File: config.mk
export PLATFORM = sky130hd
export DESIGN_NAME = tm_inference_sequencer_flat
export DESIGN_NICKNAME = d
export VERILOG_FILES = /design/src/rtl/tm_inference_sequencer_if.sv /design/src/rtl/tm_inference_sequencer.sv /design/src/flat_wrapper.sv
export SDC_FILE = /design/constraint.sdc
export NUM_CORES = 1
export LEC_CHECK = 0
export CAP_MARGIN = 0
export CORE_UTILIZATION = 50
export DETAILED_ROUTE_END_ITERATION = 6
export PLACE_DENSITY = 0.72
export SYNTH_ARGS = -nofsm -noshare
export SYNTH_HDL_FRONTEND = slang
export SYNTH_SLANG_ARGS = --single-unit
export TNS_END_PERCENT = 30
File: constraint.sdc
create_clock -name clk -period 10.19 [get_ports clk]
set_clock_uncertainty 0.1 [all_clocks]
set_input_delay 3.057 -clock clk [delete_from_list [all_inputs] [get_ports clk]]
set_output_delay 3.057 -clock clk [all_outputs]
set_load 0.02 [all_outputs]
File: src/rtl/tm_inference_sequencer_if.sv
// Stream-side bundle of the inference sequencer: input beat handshake and result output stream.
// slave is the sequencer's view; master is the view of the host driving beats and taking results.
interface tm_inference_sequencer_if #(
  parameter int unsigned DATA_W = 64
);
  logic              s_axis_tvalid;
  logic              s_axis_tready;
  logic              s_axis_tlast;
  logic              m_axis_tvalid;
  logic              m_axis_tready;
  logic [DATA_W-1:0] m_axis_tdata;
  logic [DATA_W/8-1:0] m_axis_tkeep;
  logic              m_axis_tlast;

  modport slave (
    input  s_axis_tvalid, s_axis_tlast, m_axis_tready,
    output s_axis_tready, m_axis_tvalid, m_axis_tdata, m_axis_tkeep, m_axis_tlast
  );

  modport master (
    output s_axis_tvalid, s_axis_tlast, m_axis_tready,
    input  s_axis_tready, m_axis_tvalid, m_axis_tdata, m_axis_tkeep, m_axis_tlast
  );
endinterface

File: src/rtl/tm_inference_sequencer.sv
// Control-path sequencer for the Tsetlin inference pipeline: frames input beats into datapoints,
// meters datapoints with credits, and returns datapath results in order on the output stream.
module tm_inference_sequencer #(
  parameter int unsigned PACKETS                = 13,
  parameter int unsigned RES_DEPTH              = 4,
  parameter int unsigned C_M00_AXIS_TDATA_WIDTH = 64
) (
  input  logic                              clk,
  input  logic                              rst,
  tm_inference_sequencer_if.slave           axis,
  output logic                              dp_load,
  output logic [$clog2(PACKETS)-1:0]        dp_packet_idx,
  output logic                              dp_end,
  output logic                              dp_abort,
  input  logic                              dp_result_valid,
  input  logic [C_M00_AXIS_TDATA_WIDTH-1:0] dp_result,
  output logic [$clog2(RES_DEPTH+1)-1:0]    inflight,
  output logic                              err_short_frame,
  output logic                              err_unexpected
);

  localparam int unsigned IW = $clog2(PACKETS);
  localparam int unsigned CW = $clog2(RES_DEPTH + 1);
  localparam int unsigned PW = $clog2(RES_DEPTH);
  localparam int unsigned DW = C_M00_AXIS_TDATA_WIDTH;
  localparam int unsigned KW = DW / 8;

  typedef enum logic {
    IDLE = 1'b0,
    LOAD = 1'b1
  } state_e;

  typedef struct packed {
    logic          last;
    logic [DW-1:0] data;
  } res_t;

  state_e          state_q, state_d;
  logic [IW-1:0]   idx_q, idx_d;
  logic [CW-1:0]   credits_q, credits_d;
  logic [CW-1:0]   inflight_q, inflight_d;
  logic [CW-1:0]   res_cnt_q, res_cnt_d;
  logic [PW-1:0]   tag_wr_q, tag_wr_d;
  logic [PW-1:0]   tag_rd_q, tag_rd_d;
  logic [PW-1:0]   res_wr_q, res_wr_d;
  logic [PW-1:0]   res_rd_q, res_rd_d;
  logic [RES_DEPTH-1:0] tag_mem_q, tag_mem_d;
  res_t            res_mem_q [RES_DEPTH];
  res_t            res_mem_d [RES_DEPTH];
  logic            err_short_q, err_short_d;
  logic            err_unexp_q, err_unexp_d;

  logic            s_ready_c;
  logic            load_c;
  logic            last_pkt_c;
  logic            launch_c;
  logic            abort_c;
  logic            take_c;
  logic            res_acc_c;
  logic            m_valid_c;
  logic            pop_c;
  res_t            head_c;

  // Handshake decode from registered state; ready is held low while reset is asserted.
  always_comb begin
    s_ready_c  = !rst && ((state_q == LOAD) || (credits_q != '0));
    load_c     = axis.s_axis_tvalid && s_ready_c;
    last_pkt_c = (idx_q == IW'(PACKETS - 1));
    launch_c   = load_c && last_pkt_c;
    abort_c    = load_c && axis.s_axis_tlast && !last_pkt_c;
    take_c     = load_c && (state_q == IDLE);
    res_acc_c  = dp_result_valid && (inflight_q != '0);
    m_valid_c  = !rst && (res_cnt_q != '0);
    pop_c      = m_valid_c && axis.m_axis_tready;
    head_c     = res_mem_q[res_rd_q];
  end

  always_comb begin
    state_d     = state_q;
    idx_d       = idx_q;
    tag_wr_d    = tag_wr_q;
    tag_rd_d    = tag_rd_q;
    res_wr_d    = res_wr_q;
    res_rd_d    = res_rd_q;
    tag_mem_d   = tag_mem_q;
    res_mem_d   = res_mem_q;

    if (load_c) begin
      if (launch_c || abort_c) begin
        state_d = IDLE;
        idx_d   = '0;
      end else begin
        state_d = LOAD;
        idx_d   = idx_q + IW'(1);
      end
    end

    // An abort in IDLE cancels its own credit take; an abort in LOAD hands the held credit back.
    credits_d  = credits_q + CW'(pop_c) + CW'(abort_c) - CW'(take_c);
    inflight_d = inflight_q + CW'(launch_c) - CW'(res_acc_c);
    res_cnt_d  = res_cnt_q + CW'(res_acc_c) - CW'(pop_c);

    if (launch_c) begin
      tag_mem_d[tag_wr_q] = axis.s_axis_tlast;
      tag_wr_d            = tag_wr_q + PW'(1);
    end

    if (res_acc_c) begin
      res_mem_d[res_wr_q].last = tag_mem_q[tag_rd_q];
      res_mem_d[res_wr_q].data = dp_result;
      tag_rd_d                 = tag_rd_q + PW'(1);
      res_wr_d                 = res_wr_q + PW'(1);
    end

    if (pop_c) begin
      res_rd_d = res_rd_q + PW'(1);
    end

    err_short_d = err_short_q | abort_c;
    err_unexp_d = err_unexp_q | (dp_result_valid && (inflight_q == '0));
  end

  always_ff @(posedge clk) begin
    if (rst) begin
      state_q     <= IDLE;
      idx_q       <= '0;
      credits_q   <= CW'(RES_DEPTH);
      inflight_q  <= '0;
      res_cnt_q   <= '0;
      tag_wr_q    <= '0;
      tag_rd_q    <= '0;
      res_wr_q    <= '0;
      res_rd_q    <= '0;
      tag_mem_q   <= '0;
      err_short_q <= 1'b0;
      err_unexp_q <= 1'b0;
    end else begin
      state_q     <= state_d;
      idx_q       <= idx_d;
      credits_q   <= credits_d;
      inflight_q  <= inflight_d;
      res_cnt_q   <= res_cnt_d;
      tag_wr_q    <= tag_wr_d;
      tag_rd_q    <= tag_rd_d;
      res_wr_q    <= res_wr_d;
      res_rd_q    <= res_rd_d;
      tag_mem_q   <= tag_mem_d;
      err_short_q <= err_short_d;
      err_unexp_q <= err_unexp_d;
    end
  end

  // Result storage needs no reset: occupancy is tracked by res_cnt_q and outputs are gated by it.
  always_ff @(posedge clk) begin
    res_mem_q <= res_mem_d;
  end

  assign axis.s_axis_tready = s_ready_c;
  assign axis.m_axis_tvalid = m_valid_c;
  assign axis.m_axis_tdata  = m_valid_c ? head_c.data : '0;
  assign axis.m_axis_tkeep  = {KW{m_valid_c}};
  assign axis.m_axis_tlast  = m_valid_c & head_c.last;

  assign dp_load         = load_c;
  assign dp_packet_idx   = idx_q;
  assign dp_end          = launch_c;
  assign dp_abort        = abort_c;
  assign inflight        = inflight_q;
  assign err_short_frame = err_short_q;
  assign err_unexpected  = err_unexp_q;

endmodule

File: src/flat_wrapper.sv
// flat-port wrapper written by rule: the top's interface ports become plain ports
module tm_inference_sequencer_flat 
#(
  parameter int unsigned PACKETS                = 13,
  parameter int unsigned RES_DEPTH              = 4,
  parameter int unsigned C_M00_AXIS_TDATA_WIDTH = 64
)
  (clk, rst, dp_load, dp_packet_idx, dp_end, dp_abort, dp_result_valid, dp_result, inflight, err_short_frame, err_unexpected, axis_s_axis_tvalid, axis_s_axis_tlast, axis_m_axis_tready, axis_s_axis_tready, axis_m_axis_tvalid, axis_m_axis_tdata, axis_m_axis_tkeep, axis_m_axis_tlast);
  tm_inference_sequencer_if #(.DATA_W((64))) axis_i ();
  input  logic clk;
  input  logic rst;
  output logic dp_load;
  output logic [$clog2(PACKETS)-1:0] dp_packet_idx;
  output logic dp_end;
  output logic dp_abort;
  input  logic dp_result_valid;
  input  logic [C_M00_AXIS_TDATA_WIDTH-1:0] dp_result;
  output logic [$clog2(RES_DEPTH+1)-1:0] inflight;
  output logic err_short_frame;
  output logic err_unexpected;
  input wire logic [$bits(axis_i.s_axis_tvalid)-1:0] axis_s_axis_tvalid;
  input wire logic [$bits(axis_i.s_axis_tlast)-1:0] axis_s_axis_tlast;
  input wire logic [$bits(axis_i.m_axis_tready)-1:0] axis_m_axis_tready;
  output wire logic [$bits(axis_i.s_axis_tready)-1:0] axis_s_axis_tready;
  output wire logic [$bits(axis_i.m_axis_tvalid)-1:0] axis_m_axis_tvalid;
  output wire logic [$bits(axis_i.m_axis_tdata)-1:0] axis_m_axis_tdata;
  output wire logic [$bits(axis_i.m_axis_tkeep)-1:0] axis_m_axis_tkeep;
  output wire logic [$bits(axis_i.m_axis_tlast)-1:0] axis_m_axis_tlast;
  assign axis_i.s_axis_tvalid = axis_s_axis_tvalid;
  assign axis_i.s_axis_tlast = axis_s_axis_tlast;
  assign axis_i.m_axis_tready = axis_m_axis_tready;
  assign axis_s_axis_tready = axis_i.s_axis_tready;
  assign axis_m_axis_tvalid = axis_i.m_axis_tvalid;
  assign axis_m_axis_tdata = axis_i.m_axis_tdata;
  assign axis_m_axis_tkeep = axis_i.m_axis_tkeep;
  assign axis_m_axis_tlast = axis_i.m_axis_tlast;
  tm_inference_sequencer #(.PACKETS(PACKETS), .RES_DEPTH(RES_DEPTH), .C_M00_AXIS_TDATA_WIDTH(C_M00_AXIS_TDATA_WIDTH)) u_core (.clk(clk), .rst(rst), .axis(axis_i), .dp_load(dp_load), .dp_packet_idx(dp_packet_idx), .dp_end(dp_end), .dp_abort(dp_abort), .dp_result_valid(dp_result_valid), .dp_result(dp_result), .inflight(inflight), .err_short_frame(err_short_frame), .err_unexpected(err_unexpected));
endmodule
Word-level counts from Yosys, hierarchy flattened
Cells that the tools add are included.
Cells by class
  equal/unequal tests: 1
  multiplexer cells: 17
  add/sub/neg operators: 12
  bitwise operators: 6
  $lt $le $gt $ge: 6
  reduce and logical (&&, ||, !) cells: 20
Operators with widths (count)
  bitwise mux 260 bit: 2
  demux 65 bit (select 2 bit): 2
  two-way mux 65 bit: 3
  binary-select mux 65 bit (select 2 bit): 1
  two-way mux 64 bit: 2
  adder 3 x 1 -> 3 bit: 4
  logical AND 1 bit: 12
  nonzero test 3 bit: 3
  subtractor 3 x 1 -> 3 bit: 3
  adder 2 x 1 -> 2 bit (second input constant): 4
  greater-or-equal comparator 3 bit (second input constant): 2
  less-than comparator 2 x 3 -> 1 bit (second input constant): 2
  inverter 2 -> 3 bit: 2
  adder 4 x 1 -> 4 bit (second input constant): 1
  bitwise mux 4 bit: 1
  equality test 4 bit (second input constant): 1
  two-way mux 4 bit: 1
  zero test 3 bit: 1
  less-than comparator 3 x 1 -> 1 bit (second input constant): 1
  two-way mux 1 bit: 3
  binary-select mux 1 bit (select 2 bit): 1
  demux 1 bit (select 2 bit): 1
  greater-or-equal comparator 2 x 1 -> 1 bit (second input constant): 1
  zero test 1 bit: 2
  4 further kinds: 6
Storage, ports and cells
  logic and storage cells: 82
  register bits after elaboration: 288
  bits of input ports: 70

Logic depth before layout (Yosys ltp)
  depth in word-level cells: 8
  depth in mapped cells: 12
  mapped depth without buffers: 11

Least setup slack after synthesis
Ideal clock, no wire load.
  kind: input-to-output
  start point: input rst
  end point: output axis_m_axis_tdata[54]
  setup slack: 2.976 ns
  arrival: 4.057 ns
  stages: 3
  required time: 7.033 ns
  path buffers: 1
  path through: nor2_1 clkbuf_1 and2_1
On the way
  word-level cells in the longest chain between the ends: 3
RTL lines
  from (decl): RTL line flat_wrapper.sv:11  | input logic rst;
  zero test 1 bit: RTL line tm_inference_sequencer.sv:73  | m_valid_c = !rst && (res_cnt_q != '0);
  logical AND 1 bit: RTL line tm_inference_sequencer.sv:73
  via axis_m_axis_tvalid: RTL line flat_wrapper.sv:25  | output wire logic [$bits(axis_i.m_axis_tvalid)-1:0] axis_m_axis_tvalid;
  two-way mux 64 bit: RTL line tm_inference_sequencer.sv:160  | assign axis.m_axis_tdata = m_valid_c ? head_c.data : '0;
  to (decl): RTL line flat_wrapper.sv:26  | output wire logic [$bits(axis_i.m_axis_tdata)-1:0] axis_m_axis_tdata;
The timed path passes the listed nets, and every way through them passes these cells.

Worst setup path in the final report
  start point: input rst
  end point: output dp_abort
On the way
  word-level cells in the longest chain between the ends: 5
RTL lines
  zero test 1 bit: RTL line tm_inference_sequencer.sv:66  | s_ready_c = !rst && ((state_q == LOAD) || (credits_q != '0));
  logical AND 1 bit: RTL line tm_inference_sequencer.sv:66
  logical AND 1 bit: RTL line tm_inference_sequencer.sv:67  | load_c = axis.s_axis_tvalid && s_ready_c;
  logical AND 1 bit (2 in a row): RTL line tm_inference_sequencer.sv:70  | abort_c = load_c && axis.s_axis_tlast && !last_pkt_c;
  to (decl): RTL line flat_wrapper.sv:15  | output logic dp_abort;
No other way between the ends.

==> impl_metrics.tcl <==
set metrics [dict create \
    cts_setup_buffers 0 \
    seq_power_share_pct 41.7 \
    hold_viol 0 \
    clock-sinks 288 \
    drt_iter0_markers 462 \
    critical_path_required_ns 7.03 \
    vias_per_cell 5.21 \
    dieWidth_um 164 \
    fmax_ghz 0.118 \
    cp-end-kind "primary output" \
    slew_viol_final 0 \
    clock_latency_ns 0.54 \
    fin_crit_sh_pct 83.0 \
    totalPowerFinal_uw 3870 \
    vdd_ir_drop_max_mv 0.138 \
    clkTransAtPathRegs_ns 0.06 \
    pwr-share-clk_pct 26.1 \
    wl_per_cell_um 19.1 \
    grt_pass1_vias 7361 \
    cts_tree "done" \
    dr.pass1.iters 5 \
    die_h_um 164 \
    totalWireLength_mm 25.8 \
    ios 157 \
    p_sw_uw 1160 \
    synth-seq-cells 288 \
    synth_most_common_cell "and2_1" \
    grt_first_pass_wirelength_mm 40.5 \
    finalCriticalPeriod_ns 8.46 \
    fin_ws_ns 1.73 \
    grt_max_degree 67 \
    p_per_area_mw_per_mm2 246 \
    setup_viol 0 \
    htreeDepth 1 \
    rsz0062_at_grt "false" \
    ys_seq_area_share_pct 64.0 \
    worstSetupPathType "in -> out" \
    holdCritPathClass "reg -> reg" \
    pwr-share-comb_pct 32.1 \
    hold_ws_ns 0.372 \
    clk_path_buf_depth 3 \
    syn-num-nets 949 \
    yosysTopAreaCellShare_pct 59.7 \
    grt-busiest-layer "met2" \
    drv_cap 0 \
    gp_congestion 0.735 \
    numCtsBuffers 30 \
    antenna_found_initial 0 \
    gr-usage-met3_pct 3.36 \
    hold_buffers 0 \
    synth_enable_flop_cells 260 \
    synthTopCellsByCount "and2_1 (326), edfxtp_1 (260), mux4_2 (66)" \
    die_area_mm2 0.0268 \
    power.leakage_uw 0.00526 \
    grt_use_total_pct 20.0 \
    drtAntennaViolNets 0 \
    area_growth_pct 20.2 \
    dpl.hpwl_mm 13.8 \
    syn_inst 860 \
    synth_warnings 0 \
    max_slew.worst_pin.slew_ns 1.06 \
    ys_types 38 \
    num_vias 7036 \
    synth_area_mm2 0.0131 \
    outcome "complete, no violations" \
    synth_top_cell_by_area "edfxtp_1" \
    gr-usage-met2_pct 35.0 \
    core_mm2 0.0254 \
    fin_nets 1085 \
    ys_async_sr_fraction_pct 0 \
    rows 58 \
    ys_top_cells_by_area "edfxtp_1 (60%), and2_1 (16%), mux4_2 (11%)" \
    postCtsResizedCells 0 \
    maxSlewHeadroom_pct 29.6 \
    critPathArrivalTime_ns 5.30 \
    intPower_uw 2710 \
    root_buffer "clkbuf_16" \
    initial_utilization_pct 51.5 \
    critPathMaxFanout 12 \
    tns_ns 0 \
    avgSynthCellArea_um2 15.2 \
    dp_worst_setup_slack_ns 1.73 \
    drc 0 \
    drive_above_1_share_pct 13.1 \
    grtUsageMet1_pct 26.3 \
    io_buffers 156 \
    swShare_pct 29.9 \
    synth_ff_type "edfxtp_1" \
    gr-total-overflow 0 \
    startpoint_type "input port" \
]
-- placed cells by master (no fill, tap or decap), drive strengths merged, types with 2 or more instances in the layout --
| cell type | synthesis | layout |
|---|---|---|
| clkdlybuf4s50 | 0 | 156 |
| and3 | 4 | 4 |
| a21oi | 3 | 3 |
| fa | 4 | 4 |
| inv | 20 | 20 |
| nand3 | 5 | 5 |
| a31oi | 2 | 2 |
| o31ai | 2 | 2 |
| xnor2 | 10 | 10 |
| dfxtp | 28 | 28 |
| nor2b | 7 | 7 |
| a31o | 3 | 3 |
| nand2 | 9 | 9 |
| mux4 | 66 | 66 |
| nor3 | 4 | 4 |
| clkbuf | 40 | 39 |
| and2 | 326 | 326 |
| xor2 | 2 | 2 |
| clkinv | 1 | 16 |
| ha | 15 | 15 |
| edfxtp | 260 | 260 |
| buf | 22 | 10 |
| nor2 | 15 | 15 |
| o21ai | 2 | 2 |
-- area by class of cell --
cell class	instances	area [um2]
repair buffers	166	1640
clock buffers	39	806
inverters	21	78.8
fillers	1929	9680
flip-flops and latches	288	8380
well taps	330	413
diodes	1	2.50
multi-input cells	489	4310
clock inverters	16	96.3
-- state kept, by name (all words and copies together) (netlist names) --
name	count
u_core.credits_q	3
u_core.dp_packet_idx	4
u_core.err_short_frame	1
u_core.err_unexpected	1
u_core.inflight	3
u_core.res_cnt_q	3
u_core.res_mem_q	260
u_core.res_rd_q	2
u_core.res_wr_q	2
u_core.state_q	1
u_core.tag_mem_q	4
u_core.tag_rd_q	2
u_core.tag_wr_q	2
-- power groups by stage --
stage | combinational, uW | clock (uW) | sequential (uW)
6_report | 1240 | 1010 | 1610
5_1_grt | 1350 | 1080 | 1640
4_1_cts | 1270 | 1030 | 1620
3_3_place_gp | 1250 | 0 | 1640
2_1_floorplan | 898 | 0 | 1590
3_5_place_dp | 1260 | 0 | 1640
-- worst paths after layout --
path / slack, ns / depth (start not counted) / start / endpoint
worst max-delay path: 1.73 / 5 / rst / dp_abort
worst min register to register: 0.37 / 1 / u_core.err_short_frame / u_core.err_short_frame
worst min-delay path: 0.37 / 1 / u_core.err_short_frame / u_core.err_short_frame
worst max register to register: 7.34 / 11 / u_core.res_cnt_q[1] / u_core.res_cnt_q[2]
-- per-layer routing --
metal,vias up,share of wire [%]
li1,3329,-
met1,3470,43
met2,206,50
met3,31,6.3
met4,0,1.5
met5,-,0
-- worst max-delay path, stage by stage --
cell and delay (ns):
clkdlybuf4s50_1 0.66, nand2b_1 0.38, nor2_2 0.29, and3_1 0.29, clkdlybuf4s50_1 0.63
-- per-stage QoR --
step	instances	instance area, um2	util (%)
2_1_floorplan	860	13100	-
3_3_place_gp	1294	14800	58.3
3_5_place_dp	1294	14800	58.3
4_1_cts	1349	15700	61.9
5_1_grt	1349	15700	61.9
6_report	1350	15700	61.9
-- kinds of logic after synthesis --
family / after synthesis / synth area share [%]
buffers and inverters: 83 / 3.29
DFF: 288 / 64.0
adders and majority gates: 19 / 2.05
AOI/OAI and AO/OA: 18 / 1.00
and+or+nand+nor: 374 / 17.5
xor gates and xnor gates: 12 / 0.803
muxes: 66 / 11.4
No activity file was read; power rests on OpenSTA's default activity.
